[config.mk]
export PLATFORM = sky130hd
export DESIGN_NAME = fetch_stage
export DESIGN_NICKNAME = d
export VERILOG_FILES = /design/src/rtl/fetch_stage_pkg.sv /design/src/rtl/fetch_stage_if_id_reg.sv /design/src/rtl/fetch_stage.sv
export SDC_FILE = /design/constraint.sdc
export NUM_CORES = 1
export LEC_CHECK = 0
export ABC_CLOCK_PERIOD_IN_PS = 4050
export CAP_MARGIN = 20
export CORE_MARGIN = 1
export CORE_UTILIZATION = 25
export DETAILED_ROUTE_END_ITERATION = 16
export PLACE_DENSITY = 0.57
export SKIP_CTS_REPAIR_TIMING = 1
export SYNTH_ARGS = -nofsm -noshare
export SYNTH_HDL_FRONTEND = slang
export SYNTH_SLANG_ARGS = --single-unit
[constraint.sdc]
create_clock -name clk -period 4.05 [get_ports clk]
set_clock_uncertainty 0.05 [all_clocks]
set_input_delay 0.6075 -clock clk [delete_from_list [all_inputs] [get_ports clk]]
set_output_delay 0.6075 -clock clk [all_outputs]
set_load 0.01 [all_outputs]
[src/rtl/fetch_stage_pkg.sv]
// Shared core definitions: fetch FSM states, IF/ID bundle and fetch constants.
package fetch_stage_pkg;

  localparam int XLEN = 32;
  localparam logic [XLEN-1:0] NOP_INSTR = 32'h0000_0013;  // addi x0,x0,0
  localparam logic [XLEN-1:0] RESET_PC  = 32'h0000_0000;

  typedef enum logic [1:0] {
    BOOT = 2'd0,
    RUN  = 2'd1,
    TRAP = 2'd2
  } fetch_state_e;

  // IF/ID pipeline bundle; the decode stage consumes the same layout.
  typedef struct packed {
    logic [XLEN-1:0] instr;
    logic [XLEN-1:0] pc;
    logic [XLEN-1:0] pc_plus4;
    logic            valid;
  } if_id_t;

  // A fetch address is illegal when it is not word aligned or lies past the
  // end of instruction memory. limit is one bit wider so that an IMEM of
  // the full 4 GiB can still be expressed.
  function automatic logic fetch_fault(input logic [XLEN-1:0] addr,
                                       input logic [XLEN:0]   limit);
    return (addr[1:0] != 2'b00) || ({1'b0, addr} >= limit);
  endfunction

endpackage

[src/rtl/fetch_stage_if_id_reg.sv]
// IF/ID pipeline register: flush (bubble) beats stall (hold) beats load.
module fetch_stage_if_id_reg
  import fetch_stage_pkg::*;
#(
  parameter logic [31:0] BUBBLE_INSTR = NOP_INSTR
) (
  input  logic   clk,
  input  logic   rst_n,
  input  logic   flush,
  input  logic   stall,
  input  if_id_t d,
  output if_id_t q
);

  // A bubble only replaces the instruction and clears valid; the PC fields
  // keep their last values so decode still sees a sensible PC.
  always_ff @(posedge clk or negedge rst_n) begin
    if (!rst_n) begin
      q <= '{instr: BUBBLE_INSTR, pc: '0, pc_plus4: '0, valid: 1'b0};
    end else if (flush) begin
      q.instr <= BUBBLE_INSTR;
      q.valid <= 1'b0;
    end else if (!stall) begin
      q <= d;
    end
  end

endmodule

[src/rtl/fetch_stage.sv]
// Instruction fetch stage: PC register, next-PC selection, fetch-fault trap
// and the IF/ID register feeding decode.
module fetch_stage #(
  parameter logic [31:0] RESET_PC   = fetch_stage_pkg::RESET_PC,
  parameter int          IMEM_WORDS = 256,
  parameter logic [31:0] NOP_INSTR  = fetch_stage_pkg::NOP_INSTR
) (
  input  logic        clk,
  input  logic        rst_n,
  output logic [31:0] PCF,
  input  logic [31:0] InstrF,
  input  logic        StallF,
  input  logic        StallD,
  input  logic        FlushD,
  input  logic        PCSrcE,
  input  logic [31:0] PCTargetE,
  output logic [31:0] InstrD,
  output logic [31:0] PCD,
  output logic [31:0] PCPlus4D,
  output logic        ValidD,
  output logic        FetchFault,
  output logic [31:0] FaultPC
);

  import fetch_stage_pkg::*;

  localparam logic [32:0] IMEM_LIMIT = 33'(IMEM_WORDS) * 33'd4;

  fetch_state_e state, state_nxt;

  logic [31:0] pc_plus4;
  logic [31:0] npc;
  logic        npc_fault;
  logic        pc_en;
  logic        fault_set;
  logic        ifid_flush;
  logic        ifid_stall;
  if_id_t      ifid_d;
  if_id_t      ifid_q;

  // One adder serves both the sequential next PC and PCPlus4D.
  assign pc_plus4 = PCF + 32'd4;

  // Next-PC select: a redirect overrides StallF, which overrides PC+4.
  always_comb begin
    npc = pc_plus4;
    if (PCSrcE) begin
      npc = PCTargetE;
    end else if (StallF) begin
      npc = PCF;
    end
  end

  assign npc_fault = fetch_fault(npc, IMEM_LIMIT);

  // Fetch FSM state register.
  always_ff @(posedge clk or negedge rst_n) begin
    if (!rst_n) begin
      state <= BOOT;
    end else begin
      state <= state_nxt;
    end
  end

  // Fetch FSM next state and control. BOOT and TRAP ignore hazard inputs
  // except that TRAP still honours StallD so decode can drain.
  always_comb begin
    state_nxt  = state;
    pc_en      = 1'b0;
    fault_set  = 1'b0;
    ifid_flush = 1'b1;
    ifid_stall = 1'b0;
    case (state)
      BOOT: begin
        state_nxt = RUN;
      end
      RUN: begin
        ifid_flush = FlushD | PCSrcE;
        ifid_stall = StallD;
        if (npc_fault) begin
          state_nxt = TRAP;
          fault_set = 1'b1;
        end else begin
          pc_en = 1'b1;
        end
      end
      TRAP: begin
        ifid_flush = ~StallD;
        ifid_stall = StallD;
      end
      default: begin
        state_nxt = BOOT;
      end
    endcase
  end

  // PC register; a faulting next PC is never loaded, so PCF keeps the last
  // legal address.
  always_ff @(posedge clk or negedge rst_n) begin
    if (!rst_n) begin
      PCF <= RESET_PC;
    end else if (pc_en) begin
      PCF <= npc;
    end
  end

  // Sticky fault flag and address; only reset clears them.
  always_ff @(posedge clk or negedge rst_n) begin
    if (!rst_n) begin
      FetchFault <= 1'b0;
      FaultPC    <= '0;
    end else if (fault_set) begin
      FetchFault <= 1'b1;
      FaultPC    <= npc;
    end
  end

  assign ifid_d = '{instr: InstrF, pc: PCF, pc_plus4: pc_plus4, valid: 1'b1};

  fetch_stage_if_id_reg #(
    .BUBBLE_INSTR(NOP_INSTR)
  ) u_if_id_reg (
    .clk  (clk),
    .rst_n(rst_n),
    .flush(ifid_flush),
    .stall(ifid_stall),
    .d    (ifid_d),
    .q    (ifid_q)
  );

  assign InstrD   = ifid_q.instr;
  assign PCD      = ifid_q.pc;
  assign PCPlus4D = ifid_q.pc_plus4;
  assign ValidD   = ifid_q.valid;

endmodule

# Word level (Yosys, flattened, before mapping)
# Cells that the tools add are included.
# op_classes
n_eq_ne	4
n_bitwise	5
n_addsub	1
n_lt_le_gt_ge	1
reduce_logical	6
muxes	13
# ops
operator	n
$mux 97	1
$mux 32	3
$add 32x3->32 const B	1
$ge 32x11->1 const B	1
$mux 1	6
$pmux 2 s3	1
$ne 2x2->1 const B	2
$not 1->1	4
$reduce_and 2->1	2
$eq 2x1->1 const B	1
$eq 2x2->1 const B	1
$logic_not 2->1	1
$mux 2	1
$pmux 1 s2	1
$reduce_bool 2->1	1
$reduce_or 2->1	1
$logic_or 1x1->1	1
$or 1x1->1	1
# word_totals
wordCells	38
register_bits	164
output_inout_bits	162
in_bits	70

# Logic depth before layout (Yosys ltp)
# logic_depth
word_depth	7
depth_mapped	11
mapped_depth_nobuf	9

# By module
# A second synthesis with hierarchy kept.
# unflattened
hier_cells	701
hier_area_um2	8185.4
# by_module_without_submodules
mod	area_each_um2	cells_each	n_inst	seq_area_each_um2
fetch_stage	4441.8	459	1	1676.6
fetch_stage_if_id_reg	3743.6	242	1	2431.1

# Worst setup path before layout
# OpenSTA, ideal clock, no wires.
# synth_timing
path_kind	reg2reg
start	register PCF[3]
end	register FaultPC[10]
synth_period_minus_slack_ns	3.345
path_slack_ns	0.705
t_required_ns	3.875
n_path_buf	1
path_stages_with_launch	11
setup_time_ns	0.125
arrival_time_ns	3.170
cell_sequence	dfrtp_1 > ha_1 > nand4_1 > nor2_1 > xor2_1 > o41a_1 > or4_1 > nor4_4 > a21oi_2 > buf_6 > mux2_4
# synth_between
elab_chain_len	7
# synth_rtl
element	line	source
from (decl)	fetch_stage.sv:10	output logic [31:0] PCF,
from (signal assigned)	fetch_stage.sv:103	PCF <= npc;
$add 32x3->32	fetch_stage.sv:42	assign pc_plus4 = PCF + 32'd4;
$mux 32 *	fetch_stage.sv:49	end else if (StallF) begin
$mux 32 *	fetch_stage.sv:47	if (PCSrcE) begin
$ge 32x11->1	fetch_stage_pkg.sv:27	return (addr[1:0] != 2'b00) || ({1'b0, addr} >= limit);
$logic_or 1x1->1	fetch_stage_pkg.sv:27	
$mux 1	fetch_stage.sv:80	if (npc_fault) begin
$mux 1	fetch_stage.sv:73	case (state)
to (signal assigned)	fetch_stage.sv:114	FaultPC <= npc;
to (decl)	fetch_stage.sv:22	output logic [31:0] FaultPC
# Every way passes the cells marked *; elsewhere a longest branch is shown, timed or not.
# A chain may end at the register's enable or synchronous reset.

# Final worst setup path
# layout_timing
start	register PCF[2]
end	register FaultPC[7]
# The elaborated chain is that of the path after synthesis.

==> impl_metrics.tcl <==
set metrics [dict create \
    cts-buffers-inserted 17 \
    wl_per_cell_um 18.8 \
    first_pass_iters 5 \
    final_cell_area_um2 11300 \
    synth_cell_types 62 \
    worst_slew_pin_slew_ns 0.838 \
    synth_top_cell_by_area "dfrtp_1" \
    syn_area_per_cell_um2 9.88 \
    cts_buffer_depth 2 \
    gr-total-overflow 0 \
    p_leak_nw 4.83 \
    dp_slack_ns 0.127 \
    ir_drop_mv 0.291 \
    antenna_found_initial 0 \
    outcome "finished clean" \
    die_h_um 178 \
    cp_cell_sequence "ha_1 > nand4_1 > nor2_1 > xor2_1 > o41a_1 > or4_1 > nor4_4 > buf_4 > a21oi_4 > buf_12 > mux2_4" \
    max_freq_ghz 0.275 \
    yosys_warnings 0 \
    cp.arrival_ns 3.90 \
    drive_gt1_share_pct 12.8 \
    syn_area_um2 7770 \
    hpwl_mm 19.9 \
    yosysSeqAreaShare_pct 52.2 \
    finalSetupViolCount 0 \
    drv_slew 0 \
    antennaDiodeCount 0 \
    synthTopCellsByCount "nand2_1 (166), dfrtp_1 (159), o21ai_0 (59)" \
    path_buf_inv 2 \
    place_congestion 0.903 \
    grt_pass1_vias 6739 \
    fp.dieArea_um2 31800 \
    crit_required_ns 4.32 \
    root_buffer "clkbuf_16" \
    via_count 6743 \
    cts_tree "done" \
    grt_setup_unrepaired "false" \
    period_needed_ns 3.63 \
    gr-usage-met1_pct 23.2 \
    synth-main-ff-cell "dfrtp_1" \
    dr.first_iter.drc_count 410 \
    placed_cell_area_um2 10700 \
    critPathLaunchType "flip-flop" \
    finalHoldViolations 0 \
    routed_wl_mm 26.9 \
    critPathKind "flip-flop to flip-flop" \
    grt_busiest_layer "met2" \
    cpMaxStageDelayCell "or4_1" \
    grt_max_degree 100 \
    rows 64 \
    numPortBuffers 231 \
    cts.reportedPaths.clkPinSlew_ns 0.07 \
    synth.most_common_cell "nand2_1" \
    area.growth.synth_to_final_pct 45.2 \
    synth_top_area_share_pct 51.2 \
    syn_inst 787 \
    crit_family "simple AND/OR/NAND/NOR gates" \
    fp.coreArea_um2 30600 \
    grt_pass1_wl_mm 41.1 \
    htreeDepth 4 \
    ios 232 \
    slowest_delay_ns 0.55 \
    place_inst 1397 \
    gr-usage-met3_pct 4.45 \
    die_width_um 178 \
    cp-end-kind "flip-flop" \
    clock_sinks 162 \
    route.detailed.drc 0 \
    initial_core_util_pct 25.4 \
    synth-seq-cells 162 \
    clk_latency_ns 0.43 \
    nets 1094 \
    synthArstFlopShare_pct 100 \
    critPathMaxFanout 33 \
    synth_edf_count 0 \
    synth_area_leaders "dfrtp_1 (51%), nand2_1 (8.0%), o21ai_0 (3.8%)" \
    grt_use_total_pct 17.3 \
    vias_per_cell 4.72 \
    synth_nets 861 \
    postRouteAntennaNets 0 \
    min_path_type "primary input to async pin" \
    fin_ws_ns 0.415 \
    max_slew_margin_pct 44.2 \
    instances_no_fill 1429 \
    gr-usage-met2_pct 27.5 \
    power_density_nw_per_um2 535 \
    drv_cap 0 \
    post-route-period-util_pct 89.7 \
    power_mw 6.03 \
    fin_tns_setup_ns 0 \
]
==> final cells by class <==
cell class	count	area, um2
Fill cell	3083	19300
Sequential cell	162	4060
Multi-Input combinational cell	537	3350
Timing Repair Buffer	278	2700
Tap cell	396	495
Clock buffer	17	425
Clock inverter	15	171
Inverter	24	90.1
==> power breakdown <==
part | internal [mW] | switching [mW] | leakage (nW)
Combinational | 1.12 | 1.01 | 2.44
Clock | 0.928 | 0.736 | 0.292
Sequential | 2.00 | 0.239 | 2.10
==> metrics by stage <==
stage	hold WS [ns]	utilization [%]
floorplan	0.262	-
global placement	0.397	35.0
detailed placement	0.403	35.0
CTS	0.227	36.9
global route	0.278	36.9
finish	0.215	36.9
==> layout by cell type (no fill, tap or decap), types with 3 or more instances in the layout <==
master and instances:
a21oi_1 7, a22o_1 29, a31oi_1 15, and2_1 18, and3_1 3, and4_1 5, buf_12 3, buf_4 44
clkbuf_16 17, clkdlybuf4s50_1 229, clkinv_4 4, dfrtp_1 159, dfstp_2 3, ha_1 4, inv_1 24, inv_6 6
mux2_2 14, mux2_4 18, nand2_1 166, nand2b_1 4, nand3_1 14, nand4_1 11, nor2_1 36, nor2b_1 3
nor3_1 12, nor4_1 13, o21ai_0 59, or2_2 4, or4_1 4, xnor2_1 31, xor2_1 18
==> registers in the layout (all words and copies together), names as in the netlist <==
name and count:
FetchFault 1, PCF 32, u_if_id_reg.q 95, state 2, FaultPC 32
==> cells by family after synthesis <==
group | share of synthesized area, %
buffers and inverters | 4.96
xor gates and xnor gates | 5.52
muxes | 5.76
DFF | 52.2
adders and majority gates | 0.644
AOI/OAI and AO/OA | 12.3
and+or+nand+nor | 18.6
==> path summary, 6_finish.rpt <==
path,start,end,slack [ns],depth (start not counted)
max,PCF[2]$_DFFE_PN0P_,FaultPC[7]$_DFFE_PN0P_,0.42,11
min,rst_n,u_if_id_reg.q[36]$_DFFE_PN0P_,0.22,1
max reg2reg,PCF[2]$_DFFE_PN0P_,FaultPC[7]$_DFFE_PN0P_,0.42,11
min reg2reg,u_if_id_reg.q[69]$_DFFE_PN1P_,u_if_id_reg.q[69]$_DFFE_PN1P_,0.41,2
max in group asynchronous,rst_n,u_if_id_reg.q[69]$_DFFE_PN1P_,2.79,2
min in group clk,u_if_id_reg.q[69]$_DFFE_PN1P_,u_if_id_reg.q[69]$_DFFE_PN1P_,0.41,2
==> metal layers <==
layer	vias to the layer above	wire length, um
li1	3160	-
met1	3318	12000
met2	244	12800
met3	21	1790
met4	0	294
met5	-	0
No activity file was read; power rests on OpenSTA's default activity.
